==> src/rtl/lsu_pkg.sv <==
// Load/store operation encoding shared by the decode and memory stages.
package lsu_pkg;

  typedef enum logic [3:0] {
    LSU_NONE = 4'd0,
    LSU_LB   = 4'd1,
    LSU_LH   = 4'd2,
    LSU_LW   = 4'd3,
    LSU_LBU  = 4'd4,
    LSU_LHU  = 4'd5,
    LSU_SB   = 4'd6,
    LSU_SH   = 4'd7,
    LSU_SW   = 4'd8
  } lsuop_t;

endpackage

==> src/rtl/mem_stage_pkg.sv <==
// Types and constants for the handshaked memory stage.
// Optional build macro: MEM_STAGE_TIMEOUT_EN (bus-error abort after a response timeout).
package mem_stage_pkg;

  typedef enum logic [1:0] {
    IDLE = 2'd0,
    REQ  = 2'd1,
    WAIT = 2'd2
  } mem_state_t;

  // Default field widths; the stage itself takes these as parameters.
  localparam int XLEN_DEF  = 32;
  localparam int RF_AW_DEF = 5;
  localparam int WB_SEL_W  = 2;

  // Base byte-enable patterns; byte and half masks are shifted into lane position.
  localparam logic [3:0] MASK_B = 4'b0001;
  localparam logic [3:0] MASK_H = 4'b0011;
  localparam logic [3:0] MASK_W = 4'b1111;

endpackage

==> src/rtl/mem_stage_hs_lsu_align.sv <==
// Lane alignment for the memory stage: store mask/data replication,
// misalignment detection and load byte/half extraction with extension.
module lsu_align
  import lsu_pkg::*;
  import mem_stage_pkg::*;
#(
  parameter int XLEN = 32
) (
  input  lsuop_t            op_i,
  input  logic [1:0]        off_i,
  input  logic [XLEN-1:0]   sdata_i,
  input  logic [XLEN-1:0]   rdata_i,
  output logic [XLEN/8-1:0] mask_o,
  output logic [XLEN-1:0]   wdata_o,
  output logic [XLEN-1:0]   ldata_o,
  output logic              we_o,
  output logic              misalign_o
);

  logic [XLEN-1:0] laneShift;
  logic [7:0]      loadByte;
  logic [15:0]     loadHalf;

  // Move the addressed byte down to lane 0 and pick the addressed half.
  always_comb begin
    laneShift = rdata_i >> {off_i, 3'b000};
    loadByte  = laneShift[7:0];
    loadHalf  = off_i[1] ? rdata_i[31:16] : rdata_i[15:0];
  end

  // Decode the operation into mask, write data, direction and alignment fault.
  always_comb begin
    mask_o     = MASK_W;
    wdata_o    = sdata_i;
    we_o       = 1'b0;
    misalign_o = 1'b0;
    unique case (op_i)
      LSU_SB: begin
        we_o    = 1'b1;
        mask_o  = MASK_B << off_i;
        wdata_o = {(XLEN/8){sdata_i[7:0]}};
      end
      LSU_SH: begin
        we_o       = 1'b1;
        mask_o     = off_i[1] ? (MASK_H << 2) : MASK_H;
        wdata_o    = {(XLEN/16){sdata_i[15:0]}};
        misalign_o = off_i[0];
      end
      LSU_SW: begin
        we_o       = 1'b1;
        misalign_o = |off_i;
      end
      LSU_LH, LSU_LHU: misalign_o = off_i[0];
      LSU_LW:          misalign_o = |off_i;
      default: ;
    endcase
  end

  // Sign or zero extend the selected load lane.
  always_comb begin
    ldata_o = rdata_i;
    unique case (op_i)
      LSU_LB:  ldata_o = {{(XLEN-8){loadByte[7]}}, loadByte};
      LSU_LBU: ldata_o = {{(XLEN-8){1'b0}}, loadByte};
      LSU_LH:  ldata_o = {{(XLEN-16){loadHalf[15]}}, loadHalf};
      LSU_LHU: ldata_o = {{(XLEN-16){1'b0}}, loadHalf};
      default: ;
    endcase
  end

endmodule

==> src/rtl/mem_stage_hs.sv <==
// Memory pipeline stage with valid/ready request and response handshake.
// Optional build macro: MEM_STAGE_TIMEOUT_EN aborts a WAIT after TIMEOUT_CYC
// cycles with out_bus_err; without it the stage waits for the response forever.
module mem_stage_hs
  import lsu_pkg::*;
  import mem_stage_pkg::*;
#(
  parameter int XLEN        = 32,
  parameter int RF_AW       = 5,
  parameter int TIMEOUT_CYC = 255
) (
  input  logic              clk,
  input  logic              arst,
  input  logic              flush,
  input  logic              in_valid,
  output logic              in_ready,
  input  logic [RF_AW-1:0]  in_rd,
  input  logic [XLEN-1:0]   in_opr_b,
  input  logic [XLEN-1:0]   in_opr_res,
  input  logic [XLEN-1:0]   in_pc4,
  input  lsuop_t            in_lsuop,
  input  logic              in_rf_en,
  input  logic              in_dm_en,
  input  logic [1:0]        in_wb_sel,
  output logic              mem_req_valid,
  input  logic              mem_req_ready,
  output logic              mem_req_we,
  output logic [XLEN/8-1:0] mem_req_mask,
  output logic [XLEN-1:0]   mem_req_addr,
  output logic [XLEN-1:0]   mem_req_wdata,
  input  logic              mem_rsp_valid,
  input  logic [XLEN-1:0]   mem_rsp_rdata,
  output logic              out_valid,
  output logic [XLEN-1:0]   out_opr_res,
  output logic [XLEN-1:0]   out_lsu_rdata,
  output logic [XLEN-1:0]   out_pc4,
  output logic [RF_AW-1:0]  out_rd,
  output logic              out_rf_en,
  output logic [1:0]        out_wb_sel,
  output logic              out_misalign,
  output logic              out_bus_err
);

  if (XLEN != 32) begin : g_xlen_check
    $error("mem_stage_hs supports only XLEN=32");
  end
  if (TIMEOUT_CYC < 1) begin : g_timeout_check
    $error("mem_stage_hs needs TIMEOUT_CYC >= 1");
  end

  mem_state_t        state_q, state_d;
  logic              drop_q, drop_d;
  logic [XLEN-1:0]   reqAddr_q, reqAddr_d;
  logic [XLEN/8-1:0] reqMask_q, reqMask_d;
  logic [XLEN-1:0]   reqWdata_q, reqWdata_d;
  logic              reqWe_q, reqWe_d;
  lsuop_t            lsuop_q, lsuop_d;
  logic [RF_AW-1:0]  rd_q, rd_d;
  logic              rfEn_q, rfEn_d;
  logic [1:0]        wbSel_q, wbSel_d;
  logic [XLEN-1:0]   oprRes_q, oprRes_d;
  logic [XLEN-1:0]   pc4_q, pc4_d;

  logic              outValid_q, outValid_d;
  logic [XLEN-1:0]   outOprRes_q, outOprRes_d;
  logic [XLEN-1:0]   outLsuRdata_q, outLsuRdata_d;
  logic [XLEN-1:0]   outPc4_q, outPc4_d;
  logic [RF_AW-1:0]  outRd_q, outRd_d;
  logic              outRfEn_q, outRfEn_d;
  logic [1:0]        outWbSel_q, outWbSel_d;
  logic              outMisalign_q, outMisalign_d;
  logic              outBusErr_q, outBusErr_d;

  lsuop_t            alignOp;
  logic [1:0]        alignOff;
  logic [XLEN/8-1:0] alignMask;
  logic [XLEN-1:0]   alignWdata;
  logic [XLEN-1:0]   alignLdata;
  logic              alignWe;
  logic              alignMisalign;
  logic              timeoutHit;

  // The aligner sees the incoming instruction while idle and the latched one otherwise.
  always_comb begin
    alignOp  = (state_q == IDLE) ? in_lsuop : lsuop_q;
    alignOff = (state_q == IDLE) ? in_opr_res[1:0] : oprRes_q[1:0];
  end

  lsu_align #(.XLEN(XLEN)) u_align (
    .op_i       (alignOp),
    .off_i      (alignOff),
    .sdata_i    (in_opr_b),
    .rdata_i    (mem_rsp_rdata),
    .mask_o     (alignMask),
    .wdata_o    (alignWdata),
    .ldata_o    (alignLdata),
    .we_o       (alignWe),
    .misalign_o (alignMisalign)
  );

`ifdef MEM_STAGE_TIMEOUT_EN
  localparam int CNT_W = $clog2(TIMEOUT_CYC + 1);
  logic [CNT_W-1:0] waitCnt_q;

  // Count cycles spent in WAIT; any other state clears it so each wait starts at zero.
  always_ff @(posedge clk or posedge arst) begin
    if (arst)                 waitCnt_q <= '0;
    else if (state_q == WAIT) waitCnt_q <= waitCnt_q + 1'b1;
    else                      waitCnt_q <= '0;
  end

  assign timeoutHit = (state_q == WAIT) && !mem_rsp_valid &&
                      (waitCnt_q == CNT_W'(TIMEOUT_CYC - 1));
`else
  assign timeoutHit = 1'b0;
`endif

  // Next-state, request latching and WB payload update for the three-state handshake.
  always_comb begin
    state_d       = state_q;
    drop_d        = drop_q;
    reqAddr_d     = reqAddr_q;
    reqMask_d     = reqMask_q;
    reqWdata_d    = reqWdata_q;
    reqWe_d       = reqWe_q;
    lsuop_d       = lsuop_q;
    rd_d          = rd_q;
    rfEn_d        = rfEn_q;
    wbSel_d       = wbSel_q;
    oprRes_d      = oprRes_q;
    pc4_d         = pc4_q;
    outValid_d    = 1'b0;
    outOprRes_d   = outOprRes_q;
    outLsuRdata_d = outLsuRdata_q;
    outPc4_d      = outPc4_q;
    outRd_d       = outRd_q;
    outRfEn_d     = outRfEn_q;
    outWbSel_d    = outWbSel_q;
    outMisalign_d = outMisalign_q;
    outBusErr_d   = outBusErr_q;

    unique case (state_q)
      IDLE: begin
        if (in_valid && !flush) begin
          if (!in_dm_en || alignMisalign) begin
            outValid_d    = 1'b1;
            outOprRes_d   = in_opr_res;
            outLsuRdata_d = '0;
            outPc4_d      = in_pc4;
            outRd_d       = in_rd;
            outWbSel_d    = in_wb_sel;
            outMisalign_d = in_dm_en;
            outRfEn_d     = in_rf_en && !in_dm_en;
            outBusErr_d   = 1'b0;
          end else begin
            state_d    = REQ;
            drop_d     = 1'b0;
            reqAddr_d  = {in_opr_res[XLEN-1:2], 2'b00};
            reqMask_d  = alignMask;
            reqWdata_d = alignWdata;
            reqWe_d    = alignWe;
            lsuop_d    = in_lsuop;
            rd_d       = in_rd;
            rfEn_d     = in_rf_en;
            wbSel_d    = in_wb_sel;
            oprRes_d   = in_opr_res;
            pc4_d      = in_pc4;
          end
        end
      end
      REQ: begin
        if (mem_req_ready) begin
          state_d = WAIT;
          drop_d  = flush;
        end else if (flush) begin
          state_d = IDLE;
        end
      end
      WAIT: begin
        if (flush) drop_d = 1'b1;
        if (mem_rsp_valid || timeoutHit) begin
          state_d = IDLE;
          if (!(drop_q || flush)) begin
            outValid_d    = 1'b1;
            outOprRes_d   = oprRes_q;
            outPc4_d      = pc4_q;
            outRd_d       = rd_q;
            outWbSel_d    = wbSel_q;
            outMisalign_d = 1'b0;
            outBusErr_d   = timeoutHit;
            outRfEn_d     = rfEn_q && !timeoutHit;
            outLsuRdata_d = (reqWe_q || timeoutHit) ? '0 : alignLdata;
          end
        end
      end
      default: state_d = IDLE;
    endcase
  end

  // State, latched request and WB register update.
  always_ff @(posedge clk or posedge arst) begin
    if (arst) begin
      state_q       <= IDLE;
      drop_q        <= 1'b0;
      reqAddr_q     <= '0;
      reqMask_q     <= '0;
      reqWdata_q    <= '0;
      reqWe_q       <= 1'b0;
      lsuop_q       <= LSU_NONE;
      rd_q          <= '0;
      rfEn_q        <= 1'b0;
      wbSel_q       <= '0;
      oprRes_q      <= '0;
      pc4_q         <= '0;
      outValid_q    <= 1'b0;
      outOprRes_q   <= '0;
      outLsuRdata_q <= '0;
      outPc4_q      <= '0;
      outRd_q       <= '0;
      outRfEn_q     <= 1'b0;
      outWbSel_q    <= '0;
      outMisalign_q <= 1'b0;
      outBusErr_q   <= 1'b0;
    end else begin
      state_q       <= state_d;
      drop_q        <= drop_d;
      reqAddr_q     <= reqAddr_d;
      reqMask_q     <= reqMask_d;
      reqWdata_q    <= reqWdata_d;
      reqWe_q       <= reqWe_d;
      lsuop_q       <= lsuop_d;
      rd_q          <= rd_d;
      rfEn_q        <= rfEn_d;
      wbSel_q       <= wbSel_d;
      oprRes_q      <= oprRes_d;
      pc4_q         <= pc4_d;
      outValid_q    <= outValid_d;
      outOprRes_q   <= outOprRes_d;
      outLsuRdata_q <= outLsuRdata_d;
      outPc4_q      <= outPc4_d;
      outRd_q       <= outRd_d;
      outRfEn_q     <= outRfEn_d;
      outWbSel_q    <= outWbSel_d;
      outMisalign_q <= outMisalign_d;
      outBusErr_q   <= outBusErr_d;
    end
  end

  assign in_ready      = (state_q == IDLE);
  assign mem_req_valid = (state_q == REQ);
  assign mem_req_we    = reqWe_q;
  assign mem_req_mask  = reqMask_q;
  assign mem_req_addr  = reqAddr_q;
  assign mem_req_wdata = reqWdata_q;
  assign out_valid     = outValid_q;
  assign out_opr_res   = outOprRes_q;
  assign out_lsu_rdata = outLsuRdata_q;
  assign out_pc4       = outPc4_q;
  assign out_rd        = outRd_q;
  assign out_rf_en     = outRfEn_q;
  assign out_wb_sel    = outWbSel_q;
  assign out_misalign  = outMisalign_q;
  assign out_bus_err   = outBusErr_q;

endmodule

==> config.mk <==
export PLATFORM = sky130hd
export DESIGN_NAME = mem_stage_hs
export DESIGN_NICKNAME = d
export VERILOG_FILES = /design/src/rtl/lsu_pkg.sv /design/src/rtl/mem_stage_pkg.sv /design/src/rtl/mem_stage_hs_lsu_align.sv /design/src/rtl/mem_stage_hs.sv
export SDC_FILE = /design/constraint.sdc
export NUM_CORES = 1
export LEC_CHECK = 0
export CORE_UTILIZATION = 48
export CTS_CLUSTER_DIAMETER = 30
export DETAILED_ROUTE_END_ITERATION = 12
export PLACE_DENSITY = 0.81
export SLEW_MARGIN = 20
export SYNTH_ARGS = -nofsm -noshare
export SYNTH_HDL_FRONTEND = slang
export SYNTH_SLANG_ARGS = --single-unit
==> constraint.sdc <==
create_clock -name clk -period 7.85 [get_ports clk]
set_input_delay 1.1775 -clock clk [delete_from_list [all_inputs] [get_ports clk]]
set_output_delay 1.1775 -clock clk [all_outputs]
set_load 0.01 [all_outputs]
==> impl_metrics.env <==
export IMPL_status="finished clean"
export IMPL_maximum_number_of_pins_on_one_net_before_global_route_repair=153
export IMPL_postCtsHoldBufs=0
export IMPL_synth_edf_count=0
export IMPL_grt_ovfl_total=0
export IMPL_grt_setup_unrepaired="no"
export IMPL_parity_gate_share_of_the_synthesized_area_counting_xor_and_xnor_cells_pct=0
export IMPL_timing_critical_path_slowest_cell_delay_ps=600
export IMPL_timing_final_setup_violations=0
export IMPL_grt_usage_pct=25.2
export IMPL_power_leakage_nw=6.88
export IMPL_postCtsSetupRepairBufs=0
export IMPL_grtUsageMet3_pct=8.08
export IMPL_cp_top_family="buffers and inverters"
export IMPL_report_final_slew_viol_count=0
export IMPL_drc=0
export IMPL_synth_seq_area_share_pct=50.6
export IMPL_final_setup_tns_ps=0
export IMPL_io_buffer_count=321
export IMPL_clkSinkCount=222
export IMPL_synth_cells=856
export IMPL_grt_met1_usage_pct=29.8
export IMPL_dieArea_sq_um=23500
export IMPL_core_region_area_sq_um=22200
export IMPL_number_of_nets_in_the_final_layout=1306
export IMPL_max_cap_viol_count=0
export IMPL_ir_drop_worst_case_vdd_mv=0.268
export IMPL_chipWidth_um=153
export IMPL_power_density_nw_per_um2=439
export IMPL_yosysWarningCount=0
export IMPL_synth_cell_area_sq_um=11000
export IMPL_post_synth_main_area_contributors="sky130_fd_sc_hd__dfrtp_1 51%, sky130_fd_sc_hd__mux2_2 22%, sky130_fd_sc_hd__mux2i_1 5.5%, sky130_fd_sc_hd__mux2_4 3.4%, sky130_fd_sc_hd__buf_4 2.9%"
export IMPL_global_route_peak_usage_layer="met2"
export IMPL_grt_pass1_vias=8734
export IMPL_worst_hold_startpoint="mem_req_wdata[24]$_DFFE_PP0P_"
export IMPL_post_synth_num_cell_types=55
export IMPL_worst_path_max_delay_cell="sky130_fd_sc_hd__buf_4"
export IMPL_crit_required_ps=8260
export IMPL_synth_area_leader_cell="sky130_fd_sc_hd__dfrtp_1"
export IMPL_post_synth_fa_ha_maj_area_fraction_pct=0.456
export IMPL_max_freq_mhz=250
export IMPL_postSynthRegisterBits=222
export IMPL_h_tree_depth=2
export IMPL_postRouteAntennaNets=0
export IMPL_cp_num_buf_inv=4
export IMPL_hold_violations=0
export IMPL_asyncSetResetFlopFracSynth_pct=100
export IMPL_synth_compound_gate_area_share_pct=7.14
export IMPL_worst_clock_skew_ps=13.1
export IMPL_setup_worst_path_start_class="register"
export IMPL_top_level_ports=325
export IMPL_netlist_area_leader_share_pct=50.6
export IMPL_antenna_found_initial=4
export IMPL_routed_via_density=5.38
export IMPL_synth_top_family_by_area="multiplexers"
export IMPL_final_layout_size_suffix_gt1_share_pct=29.3
export IMPL_maxSlewHeadroom_pct=31.6
export IMPL_cts_made_buffers=50
export IMPL_overall_via_count_from_detail_route=7941
export IMPL_hold_crit_path_type="register to register"
export IMPL_area_delta_synth_final_pct=43.8
export IMPL_worstMarginPinSlew_ps=1030
export IMPL_synth_area_mux_share_pct=31.8
export IMPL_final_replace_weighted_congestion=0.866
export IMPL_setup_slack_of_the_critical_path_after_layout_ps=3850
export IMPL_cts_root_buffer="sky130_fd_sc_hd__clkbuf_16"
export IMPL_die_height_um=153
export IMPL_clkLatencyLatePin_ps=530
export IMPL_globalRouteMet2Util_pct=41.7
export IMPL_syn_avg_cell_area_sq_um=12.8
export IMPL_synth_area_in_simple_gates_pct=3.77
export IMPL_dpl_cell_count=1383
export IMPL_place_ws_ps=3410
export IMPL_post_route_min_period_ps=4000
export IMPL_floorplan_initialDensity_pct=49.6
export IMPL_critical_path_cell_chain="inv_1 > ha_1 > buf_4 > mux2i_2 > o21bai_1 > nand3_2 > o21bai_4 > buf_4 > buf_4 > mux2_2"
export IMPL_worstPathArrival_ps=4410
export IMPL_crit_path_frequent_cell="sky130_fd_sc_hd__buf_4"
export IMPL_avgRoutedWirePerCell_um=20.0
export IMPL_layoutNonFillerInstCount=1475
export IMPL_synth_top_flop_cell="sky130_fd_sc_hd__dfrtp_1"
export IMPL_cp_startpoint="state_q[0]$_DFFE_PP0P_"
export IMPL_rows=54
export IMPL_grt_pass1_wl_um=46800
export IMPL_drt_iter0_drc=326
export IMPL_post_cts_resized_instances=0
export IMPL_buffers_from_clock_root_to_sink_at_most=3
export IMPL_worst_setup_hold_path_clk_slew_ps=40
export IMPL_crit_reg2reg_launch="state_q[0]$_DFFE_PP0P_"
export IMPL_worstPathMaxFanout=36
export IMPL_cts_tree="done"
export IMPL_cp_end_kind="register"
export IMPL_dp_final_hpwl_um=19500
export IMPL_drt_first_pass_iters=5
export IMPL_critical_path_class="register to register"
export IMPL_routed_wirelength_um=29500
export IMPL_final_min_period_over_clock_period_pct=50.9
[final timing paths]
check / slack, ps / to / cells after the start
worst max-delay path: 3850 / out_lsu_rdata[2]$_DFFE_PP0P_ / 10
worst max register to register: 3850 / out_lsu_rdata[2]$_DFFE_PP0P_ / 10
min in group asynchronous: 1180 / out_opr_res[30]$_DFFE_PP0P_ / 2
worst min-delay path: 470 / mem_req_wdata[24]$_DFFE_PP0P_ / 1
max in group asynchronous: 5110 / rd_q[4]$_DFFE_PP0P_ / 3
worst min register to register: 470 / mem_req_wdata[24]$_DFFE_PP0P_ / 1
[cells in the mapped netlist (9+ instances only)]
library cell / instances
sky130_fd_sc_hd__mux2i_1: 60
sky130_fd_sc_hd__dfrtp_1: 222
sky130_fd_sc_hd__nand2_1: 39
sky130_fd_sc_hd__buf_4: 42
sky130_fd_sc_hd__nor2_1: 23
sky130_fd_sc_hd__clkbuf_1: 18
sky130_fd_sc_hd__mux2_2: 215
sky130_fd_sc_hd__buf_2: 18
sky130_fd_sc_hd__o21ai_0: 48
sky130_fd_sc_hd__a21oi_1: 12
sky130_fd_sc_hd__mux2_4: 25
sky130_fd_sc_hd__inv_1: 35
sky130_fd_sc_hd__a211oi_1: 9
[metal layers]
metal,share of wire [%],up-vias
met5,0.088,-
met4,3.8,4
met3,8.1,76
met2,48,326
met1,40,3903
li1,-,3632
[area by class of cell]
type                    count  area, sq um
well taps                 280          350
clock buffers              70         1430
inverters                  35          144
repair buffers            331         3290
diodes                      2         5.00
flip-flops and latches    222         5560
multi-input cells         515         4760
fillers                  1488         6360
clock inverters            20          269
[cells by family after synthesis]
family | Yosys count
compound gates | 112
fa+ha+maj | 4
buf+inv | 121
flops | 222
mux | 306
other cells | 1
simple gates | 90
[power breakdown]
part           internal, mW  switching, mW  total [mW]
combinational          1.62           1.22        2.84
sequential             1.71          0.332        2.05
clock                  1.42          0.639        2.06
total                  4.75           2.19        6.94
[sequential cells by signal, indices dropped and copies added (netlist names), 4 cells and up]
signal / flops
oprRes_q: 32
out_pc4: 32
lsuop_q: 4
rd_q: 5
out_opr_res: 32
out_rd: 5
pc4_q: 32
mem_req_wdata: 32
out_lsu_rdata: 32
mem_req_mask: 4
[metrics by stage]
| stage | total power [mW] | instance area (sq um) | utilization, % | hold WS [ps] |
|---|---|---|---|---|
| after floorplan | 3.68 | 11000 | - | 472 |
| after global placement | 4.79 | 14100 | 63.6 | 463 |
| after detailed placement | 4.88 | 14100 | 63.6 | 467 |
| after CTS | 6.99 | 15800 | 71.3 | 477 |
| after global routing | 7.29 | 15800 | 71.3 | 501 |
| final | 6.94 | 15800 | 71.3 | 475 |
[cell usage in the layout, fill, tap and decap left out, drive strengths merged, types with 6 or more instances in the layout]
| cell type | count |
|---|---|
| a21oi | 12 |
| o221a | 7 |
| clkinvlp | 7 |
| clkinv | 8 |
| clkbuf | 70 |
| clkdlybuf4s50 | 321 |
| a211oi | 9 |
| mux2 | 243 |
| mux2i | 62 |
| dfrtp | 222 |
| buf | 10 |
| nor2b | 6 |
| nor2 | 23 |
| a21o | 8 |
| nand2 | 39 |
| inv | 35 |
| o21ai | 50 |
| o221ai | 8 |
[worst reg2reg max path, cell delays in order, from the launching register on]
cell and delay, ps:
sky130_fd_sc_hd__dfrtp_1 400, sky130_fd_sc_hd__inv_1 150, sky130_fd_sc_hd__ha_1 540, sky130_fd_sc_hd__buf_4 320, sky130_fd_sc_hd__mux2i_2 400, sky130_fd_sc_hd__o21bai_1 220, sky130_fd_sc_hd__nand3_2 180, sky130_fd_sc_hd__o21bai_4 170
sky130_fd_sc_hd__buf_4 470, sky130_fd_sc_hd__buf_4 610, sky130_fd_sc_hd__mux2_2 430
(Power assumes the default switching activity.)
